`src/rtl/cover_toggle_collector_pkg.sv`:
```
`default_nettype none
// ============================================================================
// Module      : cover_pkg
// Description : Shared types, constants and helpers for the cover collectors.
// Revision    : 1.0 - initial release
// ============================================================================
package cover_pkg;

  localparam int COVER_TOTAL_DEFAULT = 8065;

  // Index width needed to address every cover point; never narrower than 1.
  function automatic int cover_idx_w(input int total);
    return (total > 1) ? $clog2(total) : 1;
  endfunction

  localparam int COVER_IDX_W_DEFAULT = cover_idx_w(COVER_TOTAL_DEFAULT);

  typedef logic [COVER_IDX_W_DEFAULT-1:0] cover_idx_t;

  typedef enum logic [0:0] {
    EMIT_EMPTY = 1'b0,
    EMIT_HOLD  = 1'b1
  } emit_state_e;

endpackage
`default_nettype wire

```
`src/rtl/cover_toggle_collector_prio_enc.sv`:
```
`default_nettype none
// ============================================================================
// Module      : cover_prio_enc
// Description : Combinational lowest-set-bit priority encoder.
// Revision    : 1.0 - initial release
// ============================================================================
module cover_prio_enc
  import cover_pkg::*;
#(
  parameter int WIDTH  = 8,
  parameter int LANE_W = (WIDTH > 1) ? $clog2(WIDTH) : 1
) (
  input  logic [WIDTH-1:0]  req,
  output logic              any,
  output logic [LANE_W-1:0] lane
);

  assign any = |req;

  // Scan from the top down so the lowest set bit wins.
  always_comb begin
    lane = '0;
    for (int i = WIDTH - 1; i >= 0; i--) begin
      if (req[i]) lane = LANE_W'(i);
    end
  end

endmodule
`default_nettype wire

```
`src/rtl/cover_toggle_collector.sv`:
```
`default_nettype none
// ============================================================================
// Module      : cover_toggle_collector
// Description : Sticky per-lane toggle coverage with deduplicated, serialised
//               first-hit index reporting over a valid/ready port.
// Revision    : 1.0 - initial release
// ============================================================================
module cover_toggle_collector
    import cover_pkg::*;
#(
    parameter int WIDTH       = 39,
    parameter int COVER_INDEX = 0,
    parameter int COVER_TOTAL = COVER_TOTAL_DEFAULT,
    parameter int IDX_W       = cover_idx_w(COVER_TOTAL),
    parameter int CNT_W       = $clog2(WIDTH + 1)
) (
    input  logic             clock,
    input  logic             reset_n,
    input  logic [WIDTH-1:0] valid,
    input  logic             clear,
    output logic             out_valid,
    input  logic             out_ready,
    output logic [IDX_W-1:0] out_index,
    output logic [CNT_W-1:0] hit_count,
    output logic             all_covered
);

    localparam int              LANE_W  = (WIDTH > 1) ? $clog2(WIDTH) : 1;
    localparam logic [CNT_W:0]  CNT_MAX = (CNT_W + 1)'(WIDTH);

    logic [WIDTH-1:0]  covered;
    logic [WIDTH-1:0]  pending;
    logic [WIDTH-1:0]  new_hits;
    logic [WIDTH-1:0]  take_mask;
    emit_state_e       state;
    logic              pick_any;
    logic [LANE_W-1:0] pick_lane;
    logic [IDX_W-1:0]  pick_index;
    logic              take;
    logic [CNT_W-1:0]  new_cnt;
    logic [CNT_W:0]    cnt_sum;
    logic [CNT_W-1:0]  cnt_next;

    assign new_hits = valid & ~covered;

    // Only the registered pending set is searched, so hits arriving this cycle
    // are never picked before they have been stored.
    cover_prio_enc #(
        .WIDTH  (WIDTH),
        .LANE_W (LANE_W)
    ) u_prio (
        .req  (pending),
        .any  (pick_any),
        .lane (pick_lane)
    );

    // A lane leaves pending when loaded from EMPTY or on a HOLD handshake.
    assign take       = pick_any & ((state == EMIT_EMPTY) | out_ready);
    assign take_mask  = take ? (WIDTH'(1) << pick_lane) : '0;
    assign pick_index = IDX_W'(COVER_INDEX) + IDX_W'(pick_lane);

    // Popcount of first-time hits this cycle.
    always_comb begin
        new_cnt = '0;
        for (int i = 0; i < WIDTH; i++) begin
            new_cnt = new_cnt + CNT_W'(new_hits[i]);
        end
    end

    assign cnt_sum  = {1'b0, hit_count} + {1'b0, new_cnt};
    assign cnt_next = (cnt_sum > CNT_MAX) ? CNT_MAX[CNT_W-1:0] : cnt_sum[CNT_W-1:0];

    // Sticky coverage, pending set and covered-count bookkeeping.
    always_ff @(posedge clock or negedge reset_n) begin
        if (!reset_n) begin
            covered     <= '0;
            pending     <= '0;
            hit_count   <= '0;
            all_covered <= 1'b0;
        end else if (clear) begin
            covered     <= '0;
            pending     <= '0;
            hit_count   <= '0;
            all_covered <= 1'b0;
        end else begin
            covered     <= covered | valid;
            pending     <= (pending & ~take_mask) | new_hits;
            hit_count   <= cnt_next;
            all_covered <= ({1'b0, cnt_next} == CNT_MAX);
        end
    end

    // Emission FSM: holds one index until accepted, reloads on the same edge.
    always_ff @(posedge clock or negedge reset_n) begin
        if (!reset_n) begin
            state     <= EMIT_EMPTY;
            out_valid <= 1'b0;
            out_index <= '0;
        end else if (clear) begin
            state     <= EMIT_EMPTY;
            out_valid <= 1'b0;
            out_index <= '0;
        end else begin
            case (state)
                EMIT_EMPTY: begin
                    if (take) begin
                        out_index <= pick_index;
                        out_valid <= 1'b1;
                        state     <= EMIT_HOLD;
                    end
                end
                EMIT_HOLD: begin
                    if (out_ready) begin
                        if (take) begin
                            out_index <= pick_index;
                        end else begin
                            out_valid <= 1'b0;
                            state     <= EMIT_EMPTY;
                        end
                    end
                end
                default: begin
                    out_valid <= 1'b0;
                    state     <= EMIT_EMPTY;
                end
            endcase
        end
    end

`ifndef SYNTHESIS
    // Distinct-lane count can never exceed the lane count.
    always_ff @(posedge clock) begin
        if (reset_n && !clear) assert (cnt_sum <= CNT_MAX);
    end
`endif

endmodule
`default_nettype wire

```
`config.mk`:
```
export PLATFORM = sky130hd
export DESIGN_NAME = cover_toggle_collector
export DESIGN_NICKNAME = d
export VERILOG_FILES = /design/src/rtl/cover_toggle_collector_pkg.sv /design/src/rtl/cover_toggle_collector_prio_enc.sv /design/src/rtl/cover_toggle_collector.sv
export SDC_FILE = /design/constraint.sdc
export NUM_CORES = 1
export LEC_CHECK = 0
export CAP_MARGIN = 20
export CORE_AREA = 2 2 124 126
export CTS_CLUSTER_DIAMETER = 120
export DETAILED_ROUTE_END_ITERATION = 6
export DIE_AREA = 0 0 126 128
export PLACE_DENSITY_LB_ADDON = 0.12
export SLEW_MARGIN = 10
export SYNTH_ARGS = -nofsm -noshare
export SYNTH_HDL_FRONTEND = slang
export SYNTH_SLANG_ARGS = --single-unit
```
`constraint.sdc`:
```
create_clock -name clock -period 16 [get_ports clock]
set_input_delay 3.2 -clock clock [delete_from_list [all_inputs] [get_ports clock]]
set_output_delay 3.2 -clock clock [all_outputs]
set_load 0.02 [all_outputs]
```
==> flow_metrics.py, run 1 <==
metrics = {
    "timing": {
        "slew_viol_final": 0,
        "final.period_utilization_pct": 57.9,
        "period_needed_ns": 9.27,
        "worstMarginPinSlew_ns": 1.02,
        "hold_violations": 0,
        "setup-tns-final_ns": 0,
        "relSlewSlack_pct": 31.7,
        "rsz0062_at_grt": "false",
        "skew_ns": 0.00685,
        "fmax_mhz": 108,
        "setup_viol_count_final": 0,
    },
    "place": {
        "dpl_cell_area_um2": 6570,
        "hpwl_um": 11400,
        "placed_cells": 853,
        "port_buffers": 56,
        "gp_congestion": 0.884,
    },
    "die": {
        "io_pins": 64,
        "die_area_um2": 16100,
        "num_rows": 45,
        "chipHeight_um": 128,
        "start_util_pct": 39.4,
        "core_um2": 14900,
        "die-width_um": 126,
    },
    "clock_network": {
        "clock_sinks": 93,
        "cts_setup_buffers": 0,
        "cts_buffers": 9,
        "ctsResizeCount": 0,
        "cts-htree-levels": 3,
        "clockBufferDepth": 2,
        "cts.hold.buffers_added": 0,
        "root_buffer": "clkbuf_16",
        "clkTransAtPathRegs_ns": 0.06,
        "clkLatencyLatePin_ns": 0.35,
        "cts_tree": "yes",
    },
    "finish": {
        "drive_gt1_share_pct": 5.74,
        "fill_cells": 1468,
        "multi_input_area_um2": 3180,
        "final_nets": 770,
        "fin_util_pct": 46.4,
        "final_cells": 867,
        "area_growth_pct": 17.8,
        "final_cell_area_um2": 6890,
        "ff_latch_area_um2": 2330,
        "diodes": 0,
    },
    "yosys": {
        "synth_top_area_cell": "dfrtp_1",
        "synth_area_leaders": "dfrtp_1 40%, fa_1 11%, nor2_1 8.9%",
        "synth_top_area_share_pct": 39.8,
        "postSynthAreaPerCell_um2": 9.41,
        "seq_area_frac_synth_pct": 39.8,
        "synth_mux_area_share_pct": 0,
        "synth-xor-area-share_pct": 0.449,
        "syn-instance-count": 622,
        "synth_top_family_by_area": "simple AND/OR/NAND/NOR gates",
        "netlist_area_um2": 5850,
        "synth_edf_count": 0,
        "ys_ff_latch": 93,
        "async_flop_share_pct": 100,
        "synthAdderAreaFrac_pct": 15.1,
        "synth_compound_area_share_pct": 15.5,
        "yosysMostFrequentCell": "nor2_1",
        "yosys_warnings": 0,
        "yosysUniqueCellTypes": 67,
        "synth_ff_type": "dfrtp_1",
        "synth-simple-area-share_pct": 22.8,
        "synth_common_cells": "139 x nor2_1, 93 x dfrtp_1, 67 x inv_1",
    },
    "grt": {
        "overflow": 0,
        "gr-usage-met2_pct": 31.2,
        "grt_pass1_wl_um": 24500,
        "gr-usage-met3_pct": 3.38,
        "antenna_found_initial": 0,
        "busiest_layer": "met2",
        "track_usage_pct": 19.7,
        "gr-usage-met1_pct": 27.9,
        "grt_pass1_vias": 4573,
        "grt_max_degree": 93,
    },
    "setup_path": {
        "worstRegToRegCells": 20,
        "worstPathMaxFanout": 3,
        "endpoint_kind": "flip-flop",
        "startpoint_type": "input port",
        "path_class": "input port to flip-flop",
        "critPathArrivalTime_ns": 9.46,
        "critPathRequiredTime_ns": 16.18,
    },
    "detailed_routing": {
        "drt_pass1_iterations": 4,
        "via_per_inst": 5.29,
        "antenna_left": 0,
        "num_vias": 4586,
        "drc_errors": 0,
        "totalWireLength_um": 15000,
        "drtIter0Drc": 256,
        "wl_per_cell_um": 17.3,
    },
    "pwr": {
        "power.density_nw_per_um2": 221,
        "p_leak_uw": 0.00307,
        "ir_drop_mv": 0.285,
        "p_total_uw": 1530,
    },
    "run": {
        "cap_violations": 0,
    },
    "hold_path": {
        "hold_depth": 2,
        "hold_class": "flip-flop to flip-flop",
    },
    "outcome": {
        "status": "finished clean",
    },
}
[registers in the layout, summed over array words and instances (netlist names)]
register / flops
covered: 39
pending: 39
hit_count: 6
out_index: 6
all_covered: 1
out_valid: 1
state: 1
[through the flow]
stage	setup WS, ns	hold WS [ns]
final	6.73	0.483
after floorplan	7.27	0.452
after detailed placement	6.39	0.472
after CTS	6.72	0.488
after global placement	6.44	0.466
after global routing	6.40	0.508
[worst max-delay path, stage by stage]
cell             delay [ns]
clkdlybuf4s50_1        0.47
nor2b_1                0.21
inv_1                  0.09
fa_1                   0.56
fa_1                   0.56
inv_1                  0.05
fa_1                   0.49
inv_1                  0.08
fa_1                   0.56
fa_1                   0.45
fa_1                   0.46
fa_1                   0.50
inv_1                  0.04
ha_1                   0.21
fa_1                   0.47
a21o_1                 0.18
a21oi_1                0.24
xnor2_1                0.19
a32oi_1                0.13
nor2_1                 0.22
a21oi_1                0.10
[layout by cell type (no fill, tap or decap), types with 3 or more instances in the layout]
master             n
dfrtp_1           93
conb_1             7
nand2_1           16
a21oi_1           28
inv_1             67
xnor2_1            3
nor4_2             4
nor4_1            10
nor3b_1            5
nor3_1            13
clkdlybuf4s50_1   54
clkbuf_16          9
bufinv_16          3
or4_1              3
nand3b_1           3
a21o_1             5
nand2b_1          21
fa_1              33
a211oi_1          15
nor2b_1           37
nand3_1            4
nor2_1           139
ha_1              18
o21ai_1            3
a221oi_1           9
a31oi_1            3
o21ai_0            9
a311oi_1          12
buf_4              3
[path summary, 6_finish.rpt]
path / startpoint / to / slack, ns
min in group asynchronous: reset_n / covered[30] / 2.82
hold reg to reg: covered[31] / covered[31] / 0.48
setup / recovery: valid[26] / hit_count[2] / 6.73
hold / removal: covered[31] / covered[31] / 0.48
setup reg to reg: covered[26] / hit_count[2] / 9.67
max in group asynchronous: reset_n / hit_count[4] / 12.03
[report_power, final]
group / switching (µW) / internal (µW)
registers: 22.4 / 267
clock network: 95.5 / 151
logic: 568 / 422
[kinds of logic (layout without fill, tap and decap cells)]
family | count (synthesis) | after routing
compound gates | 118 | 118
simple gates | 267 | 267
fa+ha+maj | 51 | 51
flops | 93 | 93
other cells | 1 | 7
xor+xnor | 3 | 3
buf+inv | 89 | 140
[routing by layer]
layer  routed length, µm  share of wire [%]
met5                   0                  0
met4                 215                1.4
met3                 661                4.4
met2                7080                 47
met1                7070                 47
[area by class of cell]
class	count	area share [%]
clock buffers	10	3.32
inverters	68	3.70
well taps	188	3.41
clock inverters	4	1.43
flip-flops and latches	93	33.8
repair buffers	58	8.24
multi-input cells	446	46.1
No activity file was read; power rests on OpenSTA's default activity.
==> run 2, diff against run 1 <==
==> constraint.sdc (replaced) <==
create_clock -name clock -period 7.7 [get_ports clock]
set_input_delay 1.54 -clock clock [delete_from_list [all_inputs] [get_ports clock]]
set_output_delay 1.54 -clock clock [all_outputs]
set_load 0.02 [all_outputs]
==> flow_metrics.py, run 2 (same netlist as run 1, synthesis figures left out) <==
metrics = {
    "finish": {
        "final_nets": 782,
        "fin_util_pct": 47.2,
        "diodes": 0,
        "ff_latch_area_um2": 2330,
        "multi_input_area_um2": 3190,
        "biggestRegsByFlops": "covered x39, pending x39",
        "fill_cells": 1453,
        "area_growth_pct": 19.7,
        "final_cell_mix": "138 x nor2_1, 93 x dfrtp_1, 67 x inv_1",
        "final_cells": 881,
        "final_common_cell": "nor2_1",
        "drive_gt1_share_pct": 8.08,
    },
    "die": {
        "die_area_um2": 16100,
        "core_um2": 14900,
        "chipHeight_um": 128,
        "num_rows": 45,
        "io_pins": 64,
        "start_util_pct": 39.4,
        "die-width_um": 126,
    },
    "grt": {
        "overflow": 0,
        "antenna_found_initial": 0,
        "track_usage_pct": 19.1,
        "grt_max_degree": 93,
        "grt_pass1_vias": 4585,
        "grt_pass1_wl_um": 24000,
    },
    "clock_network": {
        "cts_setup_buffers": 0,
        "clkTransAtPathRegs_ns": 0.07,
        "cts_buffers": 9,
        "cts.hold.buffers_added": 0,
        "clock_sinks": 93,
        "ctsResizeCount": 0,
        "cts_tree": "yes",
        "clockBufferDepth": 2,
        "clkLatencyLatePin_ns": 0.36,
        "cts-htree-levels": 3,
        "root_buffer": "clkbuf_16",
    },
    "detailed_routing": {
        "routed.top_layer": "met4",
        "via_per_inst": 5.24,
        "antenna_left": 0,
        "num_vias": 4620,
        "wl_per_cell_um": 16.7,
        "drc_errors": 0,
        "wl_met3_um": 546,
        "drt_pass1_iterations": 4,
        "totalWireLength_um": 14700,
        "drtIter0Drc": 325,
        "m1WireLength_um": 7020,
        "wl_met2_um": 6870,
    },
    "hold_path": {
        "hold_class": "flip-flop to flip-flop",
    },
    "place": {
        "hpwl_um": 11100,
        "placed_cells": 865,
        "port_buffers": 56,
        "gp_congestion": 0.863,
    },
    "timing": {
        "worstMarginPinSlew_ns": 0.990,
        "relSlewSlack_pct": 33.9,
        "rsz0062_at_grt": "false",
        "skew_ns": 0.0115,
        "fmax_mhz": 134,
        "holdWs_ns": 0.484,
        "slew_viol_final": 0,
        "setup_viol_count_final": 0,
        "hold_violations": 0,
        "final.period_utilization_pct": 96.7,
        "period_needed_ns": 7.44,
    },
    "pwr": {
        "p_leak_uw": 0.00314,
        "power.density_nw_per_um2": 468,
        "ir_drop_mv": 0.593,
    },
    "setup_path": {
        "critPathArrivalTime_ns": 7.68,
        "startpoint_type": "input port",
        "worstPathMaxFanout": 5,
        "path_class": "input port to flip-flop",
        "endpoint_kind": "flip-flop",
        "critPathRequiredTime_ns": 7.93,
    },
    "outcome": {
        "status": "finished clean",
    },
    "run": {
        "cap_violations": 0,
    },
}
## run 2: metrics by stage
stage | setup WS (ns) | instance area, µm² | setup TNS [ns] | power [µW]
after floorplan | 0.632 | 5880 | 0 | 2160
after global placement | -0.118 | 6660 | -0.466 | 2670
after detailed placement | -0.202 | 6660 | -1.00 | 2730
after CTS | 0.146 | 7000 | 0 | 3280
after global routing | 0.0118 | 7010 | 0 | 3660
final | 0.257 | 7010 | 0 | 3280
## run 2: routing by layer
| metal | track usage (%) | vias up |
|---|---|---|
| met3 | 2.30 | 17 |
| li1 | - | 2232 |
| met1 | 27.2 | 2280 |
| met5 | 0 | - |
| met4 | 6.66 | 0 |
| met2 | 30.5 | 91 |
## run 2: final cells by class
class                   count  area share (%)
clock inverters             7            1.73
multi-input cells         446            45.5
well taps                 188            3.36
clock buffers               9            3.21
inverters                  68            3.64
repair buffers             70            9.39
flip-flops and latches     93            33.2
## run 2: worst max-delay path, stage by stage
cell and delay [ns]:
clkdlybuf4s50_1 0.48, nor2b_1 0.18, inv_1 0.08, fa_1 0.55, fa_1 0.55, inv_1 0.05, fa_1 0.49, inv_1 0.08
fa_1 0.56, fa_1 0.43, fa_1 0.46, fa_1 0.49, inv_1 0.05, ha_1 0.21, fa_1 0.44, a21o_1 0.18
a21oi_2 0.19, or4_1 0.13, nand3_1 0.16, o21ba_2 0.26, o31a_1 0.10
## run 2: worst paths after layout
| path | from | end | slack [ns] | depth (start not counted) |
|---|---|---|---|---|
| worst max-delay path | valid[26] | all_covered | 0.26 | 21 |
| worst min-delay path | covered[31] | covered[31] | 0.48 | 2 |
| worst max register to register | covered[26] | all_covered | 1.56 | 20 |
| worst min register to register | covered[31] | covered[31] | 0.48 | 2 |
| max in group asynchronous | reset_n | pending[7] | 5.42 | 2 |
| min in group asynchronous | reset_n | covered[29] | 1.13 | 1 |
## run 2: where the power goes
group          switching [µW]  internal [µW]
Clock                     206            320
Combinational            1180            973
Sequential               46.3            554
